[config.mk]
export PLATFORM = sky130hd
export DESIGN_NAME = minterm_sweeper
export DESIGN_NICKNAME = d
export VERILOG_FILES = /design/src/rtl/minterm_sweeper.sv
export SDC_FILE = /design/constraint.sdc
export NUM_CORES = 1
export LEC_CHECK = 0
export ABC_CLOCK_PERIOD_IN_PS = 6100
export CAP_MARGIN = 25
export CORE_ASPECT_RATIO = 1.25
export CORE_MARGIN = 3
export CORE_UTILIZATION = 40
export CTS_BUF_LIST = sky130_fd_sc_hd__clkbuf_4
export CTS_CLUSTER_SIZE = 10
export DETAILED_ROUTE_END_ITERATION = 16
export HOLD_SLACK_MARGIN = 0.03
export PLACE_DENSITY_LB_ADDON = 0.3
export SLEW_MARGIN = 20
export SYNTH_ARGS = -nofsm -noshare
export SYNTH_HDL_FRONTEND = slang
export SYNTH_SLANG_ARGS = --single-unit
[constraint.sdc]
create_clock -name clk -period 6.1 [get_ports clk]
set_input_delay 0.61 -clock clk [delete_from_list [all_inputs] [get_ports clk]]
set_output_delay 0.61 -clock clk [all_outputs]
set_load 0.02 [all_outputs]
[src/rtl/minterm_sweeper.sv]
// Purpose : programmable N-input truth table swept over all 2^N input vectors, each held D cycles.
// Latency : start sampled at edge k -> vec_out=0 / func_out=table[0] / busy=1 after edge k; done one cycle after last sample.
// Backpr. : none; start is sampled only in IDLE, abort wins over a coincident sample (that sample is dropped).
//
// Ports
//   clk, rst_n        rising-edge clock, asynchronous active-low reset
//   tt_load, tt_data  truth-table load (IDLE only); bit i is f(vector i)
//   dwell             cycles per vector, latched at start; 0 behaves as 1
//   start, abort      begin sweep (IDLE only) / cancel sweep (RUN only)
//   vec_out           current input vector, MSB is input "A"
//   func_out          table value for vec_out, registered alongside vec_out
//   sample            high on the last dwell cycle of each vector
//   ones_cnt          number of sampled vectors whose function value is 1
//   busy, done        sweep in progress / one-cycle end-of-sweep pulse

module minterm_sweeper #(
    parameter int N_IN    = 4,
    parameter int DWELL_W = 8
) (
    input  logic                   clk,
    input  logic                   rst_n,
    input  logic                   tt_load,
    input  logic [(1<<N_IN)-1:0]   tt_data,
    input  logic [DWELL_W-1:0]     dwell,
    input  logic                   start,
    input  logic                   abort,
    output logic [N_IN-1:0]        vec_out,
    output logic                   func_out,
    output logic                   sample,
    output logic [N_IN:0]          ones_cnt,
    output logic                   busy,
    output logic                   done
);

    localparam int NVEC = 1 << N_IN;

    typedef enum logic [1:0] {
        ST_IDLE = 2'd0,
        ST_RUN  = 2'd1,
        ST_DONE = 2'd2
    } state_t;

    state_t              state_q,  state_d;
    logic [NVEC-1:0]     tt_q,     tt_d;
    logic [DWELL_W-1:0]  dwell_q,  dwell_d;
    logic [DWELL_W-1:0]  cnt_q,    cnt_d;
    logic [N_IN-1:0]     vec_q,    vec_d;
    logic                func_q,   func_d;
    logic [N_IN:0]       ones_q,   ones_d;

    // Derived combinational terms
    logic [DWELL_W-1:0]  dwell_eff;
    logic [NVEC-1:0]     tt_sel;
    logic [N_IN-1:0]     vec_inc;
    logic                at_dwell_end;
    logic                at_last_vec;

    // A zero dwell would never let the 1..D counter match, so clamp it to 1.
    assign dwell_eff    = (dwell == '0) ? DWELL_W'(1) : dwell;

    // A load coinciding with start must already be visible for vector 0.
    assign tt_sel       = tt_load ? tt_data : tt_q;

    assign vec_inc      = vec_q + N_IN'(1);
    assign at_dwell_end = (cnt_q == dwell_q);
    assign at_last_vec  = (vec_q == {N_IN{1'b1}});

    //------------------------------------------------------------------
    // Next-state / datapath
    //------------------------------------------------------------------
    always_comb begin
        state_d = state_q;
        tt_d    = tt_q;
        dwell_d = dwell_q;
        cnt_d   = cnt_q;
        vec_d   = vec_q;
        func_d  = func_q;
        ones_d  = ones_q;

        unique case (state_q)
            ST_IDLE: begin
                if (tt_load) begin
                    tt_d = tt_data;
                end
                if (start && !abort) begin
                    state_d = ST_RUN;
                    dwell_d = dwell_eff;
                    ones_d  = '0;
                    vec_d   = '0;
                    cnt_d   = DWELL_W'(1);
                    func_d  = tt_sel[0];
                end
            end

            ST_RUN: begin
                if (abort) begin
                    // Abort outranks a coincident sample: ones_cnt keeps its
                    // partial value without this vector's contribution.
                    state_d = ST_IDLE;
                    vec_d   = '0;
                    func_d  = 1'b0;
                    cnt_d   = DWELL_W'(1);
                end else if (at_dwell_end) begin
                    ones_d = ones_q + (N_IN+1)'(func_q);
                    cnt_d  = DWELL_W'(1);
                    if (at_last_vec) begin
                        // Rollover ends the sweep; there is never a second pass.
                        state_d = ST_DONE;
                        vec_d   = '0;
                        func_d  = 1'b0;
                    end else begin
                        vec_d  = vec_inc;
                        func_d = tt_q[vec_inc];
                    end
                end else begin
                    cnt_d = cnt_q + DWELL_W'(1);
                end
            end

            ST_DONE: begin
                state_d = ST_IDLE;
            end

            default: begin
                state_d = ST_IDLE;
            end
        endcase
    end

    //------------------------------------------------------------------
    // State registers
    //------------------------------------------------------------------
    always_ff @(posedge clk or negedge rst_n) begin
        if (!rst_n) begin
            state_q <= ST_IDLE;
            tt_q    <= '0;
            dwell_q <= DWELL_W'(1);
            cnt_q   <= DWELL_W'(1);
            vec_q   <= '0;
            func_q  <= 1'b0;
            ones_q  <= '0;
        end else begin
            state_q <= state_d;
            tt_q    <= tt_d;
            dwell_q <= dwell_d;
            cnt_q   <= cnt_d;
            vec_q   <= vec_d;
            func_q  <= func_d;
            ones_q  <= ones_d;
        end
    end

    //------------------------------------------------------------------
    // Outputs
    //------------------------------------------------------------------
    assign vec_out  = vec_q;
    assign func_out = func_q;
    assign ones_cnt = ones_q;
    assign busy     = (state_q == ST_RUN);
    assign done     = (state_q == ST_DONE);
    assign sample   = (state_q == ST_RUN) && at_dwell_end;

endmodule
==> metrics.md, run 1 <==
| Metric | Value |
|---|---|
| Status | completed |
| Remaining DRCs | 0 |
| Post-Synthesis Cells | 174 |
| Worst-path clk slew | around 0.13 ns |
| Final Hold Fails | 0 |
| Final worst path period need | 3.210 ns |
| Sequential area share after synthesis | 50.72% |
| Fraction of synthesized cell area taken by the top area cell type | 48.30% |
| Distinct cells, synth | 38 |
| Routed WL per cell | 15.20 µm |
| Post-CTS setup buffer count | 0 |
| Pwr dens | between 300 and 400 nW/µm² |
| Net Count, Synth | 207 |
| I/O pin cnt | between 40 and 50 |
| Crit path max fanout | 7 |
| H-tree levels | 2 |
| Drt pass-1 iters | 4 |
| Nets | 252 |
| Comb pwr share | 37.7% |
| Routed Antenna Nets | 0 |
| Initial DRC Count | between 50 and 60 |
| # port buffers | roughly 40 |
| CTS sink count | 44 |
| Die Wd | 71.97 µm |
| Reg2Reg Depth | 5 |
| Static leakage | between 1 and 1.5 nW |
| Synth Area per Inst | 12.50 µm² |
| Arrival time at the worst endpoint | 2.60 ns |
| Max clock buf depth | 2 |
| Cells after DPL | 273 |
| Diode count | 0 |
| Via density | 5.294 |
| Cell internal pwr | 639.0 µW |
| Flops & latches, synth | 44 |
| Clock latency at the later pin of the worst-skew pair | about 0.36 ns |
| Final cell count without fillers | 282 |
| Root buf cell | clkbuf_4 |
| Vias post-DR | 1493 |
| Fmax | around 310 MHz |
| Ys flop type | dfrtp_1 |
| Asr flop ratio synth | 100.0% |
| Tcrit/Tclk final | 52.61% |
| Skew final | 0.01260 ns |
| Met2 WL | 2101 µm |
| Critical Path RT | 5.49 ns |
| First-pass GRT wire length | 7320 µm |
| Max-cap violations | 0 |
| Final WL | 4286 µm |
| VDD IR-drop max | 0.1831 mV |
| Layout cells sized above 1 | about a quarter |
| GR Overflow Total | 0 |
| Switch share | 33.50% |
| Critical Path End Type | primary output |
| CP Class | register to primary output |
| Initial core utilization | 42.23% |
| RSZ-0062 raised after global routing | no |
| Fill cells | 467 |
| EDFF count, synth | 0 |
| Setup violators final | 0 |
| Largest net degree at the start of global routing | 45 |
| Slew Limit Fails | 0 |
| Crit start category | register |
| Post-synth top area cell | dfrtp_1 |
| Worst slew pin tran | 1.033 ns |
| Max transition margin | between 30% and 40% |
| CTS resizes | 0 |
| Num CTS Buffers | 5 |
| # hold bufs at CTS | 0 |
| Met3 wire len | 251 µm |
| All-layer global routing usage | 14.76% |
| Final HPWL DP | 3183 µm |
| Synth warn | 0 |
| Syn-to-layout area delta | 25.65% |
| Die footprint | 6366 µm² |
| Clock Power Share | 14.3% |
| FP Rows | 29 |
| P_sw | 321.9 µW |
| Vias in the first global route | 1573 |
| M1 WL | 1873 µm |
| GPL Wtd Cong | 0.7926 |
| Largest cells by area after synthesis | dfrtp_1, mux2_2, mux4_2 |
| CTS tree | yes |
| Post-Syn Area | approximately 2200 µm² |
| Highest metal used | met4 |
| Initial antenna violation count | 0 |
| Core area | 5152 µm² |
| HP Class | input pin to asynchronous set/reset pin |
| Die Ht | 88.46 µm |
| Reg power frac | 48.0% |
| Final setup TNS | 0 ns |
registers in the layout, indices dropped and copies added, names as in the netlist:
| register | count |
|---|---|
| cnt_q | 8 |
| dwell_q | 8 |
| func_out | 1 |
| ones_cnt | 5 |
| state_q | 2 |
| tt_q | 16 |
| vec_out | 4 |
final cells by class:
| class | instances | area, µm² | share of cell area (%) |
|---|---|---|---|
| sequential | 44 | 1104 | 40.37 |
| clock inverter | 3 | 13.76 | 0.5034 |
| multi-input combinational | 122 | 1054 | 38.54 |
| tap | 62 | 77.57 | 2.838 |
| inverter | 2 | 7.507 | 0.2746 |
| timing repair buffer | 44 | 440.4 | 16.11 |
| clock buffer | 5 | 37.54 | 1.373 |
cells in the mapped netlist (2+ instances only):
cell type,number
a211oi_1,3
a21oi_1,5
a22o_1,3
and3_1,2
clkbuf_1,6
dfrtp_1,42
dfstp_2,2
ha_1,4
inv_1,2
mux2_2,28
mux2i_1,2
mux4_2,5
nand2_1,7
nand3_1,3
nor2_1,7
nor2b_1,6
nor3_1,3
nor3b_1,2
nor4_2,2
o21ai_0,7
o31ai_1,5
or4_1,2
xor2_1,11
cells by family (layout without fill, tap and decap cells):
family / count (synthesis) / in the layout / share of synthesized area (%)
fa+ha+maj: 4 / 4 / 2.300
compound gates: 29 / 29 / 8.971
flops: 44 / 44 / 50.72
mux: 35 / 35 / 20.59
simple gates: 42 / 42 / 11.21
xor+xnor: 12 / 12 / 4.830
buf+inv: 8 / 54 / 1.380
worst paths after layout:
path,from,endpoint,slack [ns]
worst max-delay path,cnt_q[0]$_DFFE_PN1P_,sample,2.89
worst min-delay path,rst_n,dwell_q[4]$_DFFE_PN0P_,0.11
worst max register to register,cnt_q[0]$_DFFE_PN1P_,vec_out[3]$_DFFE_PN0P_,3.39
worst min register to register,cnt_q[0]$_DFFE_PN1P_,cnt_q[0]$_DFFE_PN1P_,0.51
max in group asynchronous,rst_n,cnt_q[0]$_DFFE_PN1P_,5.47
min in group clk,cnt_q[0]$_DFFE_PN1P_,cnt_q[0]$_DFFE_PN1P_,0.51
layer usage:
layer	track usage, %	vias to the layer above
met5	0	-
met4	5.128	0
met3	4.205	7
met2	24.75	33
met1	18.27	721
li1	-	732
critical path, stage by stage (launching register included):
cell,delay (ns)
dfstp_2,0.59
xor2_1,0.09
nor4_2,0.66
and3_2,0.31
clkdlybuf4s50_1,0.60
power by group through the flow:
stage	registers, mW	logic [mW]	clock network (mW)
floorplan	0.451	0.264	0
global placement	0.466	0.353	0
detailed placement	0.472	0.366	0
CTS	0.466	0.367	0.143
global route	0.479	0.397	0.156
finish	0.462	0.362	0.137
metrics by stage:
step                hold WS, ns  power (mW)  cell area, µm²  setup WS (ns)  utilization (%)
floorplan                0.3144      0.7150            2176          3.800                -
global placement         0.4841      0.8184            2656          3.261            51.55
detailed placement       0.4961      0.8381            2663          3.192            51.68
CTS                      0.4108      0.9763            2714          2.891            52.67
global route             0.1011       1.031            2734          2.769            53.06
finish                   0.1102      0.9609            2734          2.891            53.06
cell usage in the layout (no fill, tap or decap), types with 3 or more instances in the layout:
| cell type | instances |
|---|---|
| nor3_1 | 3 |
| clkbuf_4 | 5 |
| a211oi_1 | 3 |
| a22o_1 | 3 |
| o31ai_1 | 5 |
| a21oi_1 | 5 |
| clkdlybuf4s50_1 | 40 |
| nor2_1 | 7 |
| mux4_2 | 5 |
| xor2_1 | 11 |
| mux2_2 | 28 |
| ha_1 | 4 |
| nand3_1 | 3 |
| o21ai_0 | 7 |
| nor2b_1 | 6 |
| nand2_1 | 7 |
| dfrtp_1 | 42 |
Note: power is estimated with default switching activity, not from simulation.
==> run 2, diff against run 1 <==
--- a/config.mk
+++ b/config.mk
@@ -5,7 +5,7 @@
 export SDC_FILE = /design/constraint.sdc
 export NUM_CORES = 1
 export LEC_CHECK = 0
-export ABC_CLOCK_PERIOD_IN_PS = 6100
+export ABC_CLOCK_PERIOD_IN_PS = 3100
 export CAP_MARGIN = 25
 export CORE_ASPECT_RATIO = 1.25
 export CORE_MARGIN = 3
==> constraint.sdc (replaced) <==
create_clock -name clk -period 3.1 [get_ports clk]
set_input_delay 0.31 -clock clk [delete_from_list [all_inputs] [get_ports clk]]
set_output_delay 0.31 -clock clk [all_outputs]
set_load 0.02 [all_outputs]
==> metrics.md, run 2 (synthesis results as in run 1) <==
| Metric | Value |
|---|---|
| Status | completed |
| Fmax | 393.6 MHz |
| First-pass GRT wire length | 7286 µm (-0.46%) |
| Initial core utilization | 42.23% (unchanged) |
| CTS sink count | 44 (unchanged) |
| Nets | 257 (+2.0%) |
| I/O pin cnt | 42 (unchanged) |
| Slew Limit Fails | 0 (unchanged) |
| Total Power | 1.912 mW (+99%) |
| Remaining DRCs | 0 (unchanged) |
| Largest stage delay, worst path | 0.60 ns (-0.06 ns) |
| Worst setup margin | 0.5593 ns (-2.331 ns) |
| Die footprint | 6366 µm² (unchanged) |
| Worst-path clk slew | 0.13 ns (about the same) |
| Clock latency at the later pin of the worst-skew pair | 0.35 ns (about the same) |
| HP Class | input pin to asynchronous set/reset pin |
| Die Ht | 88.46 µm (unchanged) |
| Tcrit/Tclk final | 81.96% |
| Slowest-stage cell, CP | clkdlybuf4s50_1 |
| Die Wd | 71.97 µm (unchanged) |
| Final WL | 4311 µm (+0.58%) |
| Final HPWL DP | 3270 µm (+2.7%) |
| GRT Max-Usage Layer | met2 |
| Skew final | 0.01040 ns (-0.002208 ns) |
| Final Util | 53.84% (+0.78 points) |
| Crit-path cells | xor2_1, nor4_2, buf_4, and3_2, clkdlybuf4s50_1 |
| RSZ-0062 raised after global routing | no |
| CTS tree | yes |
| Final worst path period need | 2.541 ns |
| Critical Path End Type | primary output |
| Worst slew pin tran | 0.5014 ns (-0.5319 ns) |
| Most flop-heavy register | tt_q |
| M1 GR Usage | 18.20% (-0.079 points) |
| Critical Path RT | 2.79 ns (-2.70 ns) |
| Worst Hold Slack | 0.3470 ns (+0.2368 ns) |
| Final setup TNS | 0 ns (unchanged) |
| Layout cells sized above 1 | 26.22% (+1.7 points) |
| H-tree levels | 2 (unchanged) |
| Crit path max fanout | 7 (unchanged) |
| Most common cell after layout, fill and taps aside | dfrtp_1 |
| Met3 Use GR | 4.318% (+0.11 points) |
| FP Rows | 29 (unchanged) |
| Routed WL per cell | 15.02 µm (-1.2%) |
| Largest net degree at the start of global routing | 45 (unchanged) |
| Max clock buf depth | 2 (unchanged) |
| Initial antenna violation count | 0 (unchanged) |
| Arrival time at the worst endpoint | 2.23 ns (-0.37 ns) |
| Root buf cell | clkbuf_4 |
| Most frequent cells in the layout | dfrtp_1, clkdlybuf4s50_1, mux2_2 |
| Biggest regs | tt_q x16, cnt_q x8, dwell_q x8 |
| Via density | 5.331 (+0.69%) |
| Fill cells | 469 (+0.43%) |
| Max reg flops | 16 (unchanged) |
| # port buffers | 41 (unchanged) |
| Met2 GRT Util | 24.33% (-0.42 points) |
| Crit start category | register |
| Num CTS Buffers | 5 (unchanged) |
| GPL Wtd Cong | 0.7822 (-1.3%) |
| Setup violators final | 0 (unchanged) |
| All-layer global routing usage | 14.76% (about the same) |
| Drt pass-1 iters | 4 (unchanged) |
| Static leakage | 1.191 nW (+2.4%) |
| Diode count | 0 (unchanged) |
| Pwr dens | 689.2 nW/µm² (+96%) |
| VDD IR-drop max | 0.4337 mV (+140%) |
| Vias post-DR | 1530 (+2.5%) |
| Max-cap violations | 0 (unchanged) |
| Max transition margin | 66.42% (+35 points) |
| Pre-CTS setup slack | 0.6781 ns (-2.514 ns) |
| Vias in the first global route | 1574 (+0.064%) |
| Routed Antenna Nets | 0 (unchanged) |
| GR Overflow Total | 0 (unchanged) |
| CP Class | register to primary output |
| Core area | 5152 µm² (unchanged) |
| Initial DRC Count | 34 (-36%) |
| Syn-to-layout area delta | 27.49% |
| Final Hold Fails | 0 (unchanged) |
==> run 2: cell types whose count changed in the layout (fill, tap and decap cells not counted), sizes merged <==
cell         previous run  this run
clkbuf                  5         7
dlygate4sd3             0         1
clkinv                  3         1
buf                     4         8
==> run 2: path summary, 6_finish.rpt <==
path / startpoint / end / slack [ns] / cells past startpoint
max in group asynchronous: rst_n / cnt_q[0]$_DFFE_PN1P_ / 2.23 / 3
worst max-delay path: cnt_q[0]$_DFFE_PN1P_ / sample / 0.56 / 5
worst max register to register: vec_out[0]$_DFFE_PN0P_ / func_out$_DFFE_PN0P_ / 0.68 / 5
worst min-delay path: rst_n / dwell_q[6]$_DFFE_PN0P_ / 0.35 / 2
worst min register to register: tt_q[6]$_DFFE_PN0P_ / tt_q[6]$_DFFE_PN0P_ / 0.52 / 1
min in group clk: tt_q[6]$_DFFE_PN0P_ / tt_q[6]$_DFFE_PN0P_ / 0.52 / 1
==> run 2: repair_timing <==
action / 4_1_cts / 5_1_grt
endpoints found under the hold margin: 0 / 9
hold buffers: 0 / 1
resized for setup: 0 / 0
setup buffers: 0 / 0
==> run 2: metrics by stage <==
stage,instance area [µm²],instances
finish,2774,287
global route,2774,287
CTS,2744,285
detailed placement,2686,277
global placement,2686,277
floorplan,2176,174
==> run 2: routing by layer <==
layer | routed length, µm | up-vias
met4 | 46 | 0
met3 | 243 | 5
li1 | - | 747
met2 | 2115 | 34
met5 | 0 | -
met1 | 1905 | 744
==> run 2: worst max-delay path, delay by kind of cell (launching register included) <==
kind	cells	cell delay (ns)
buffers and inverters	2	0.79
DFF	1	0.59
and+or+nand+nor	2	0.42
xor gates and xnor gates	1	0.08
==> run 2: area by class of cell <==
cell class | count | area (µm²) | area share [%]
multi-input cells | 122 | 1047 | 37.75
clock buffers | 7 | 52.55 | 1.894
well taps | 62 | 77.57 | 2.797
clock inverters | 1 | 5.005 | 0.1804
flip-flops and latches | 44 | 1104 | 39.78
repair buffers | 49 | 480.5 | 17.32
inverters | 2 | 7.507 | 0.2706
==> run 2: where the power goes <==
| part | internal, mW | switching (mW) | total [mW] |
|---|---|---|---|
| logic | 0.427 | 0.291 | 0.718 |
| registers | 0.764 | 0.149 | 0.913 |
| clock network | 0.106 | 0.175 | 0.281 |
| total | 1.30 | 0.615 | 1.91 |
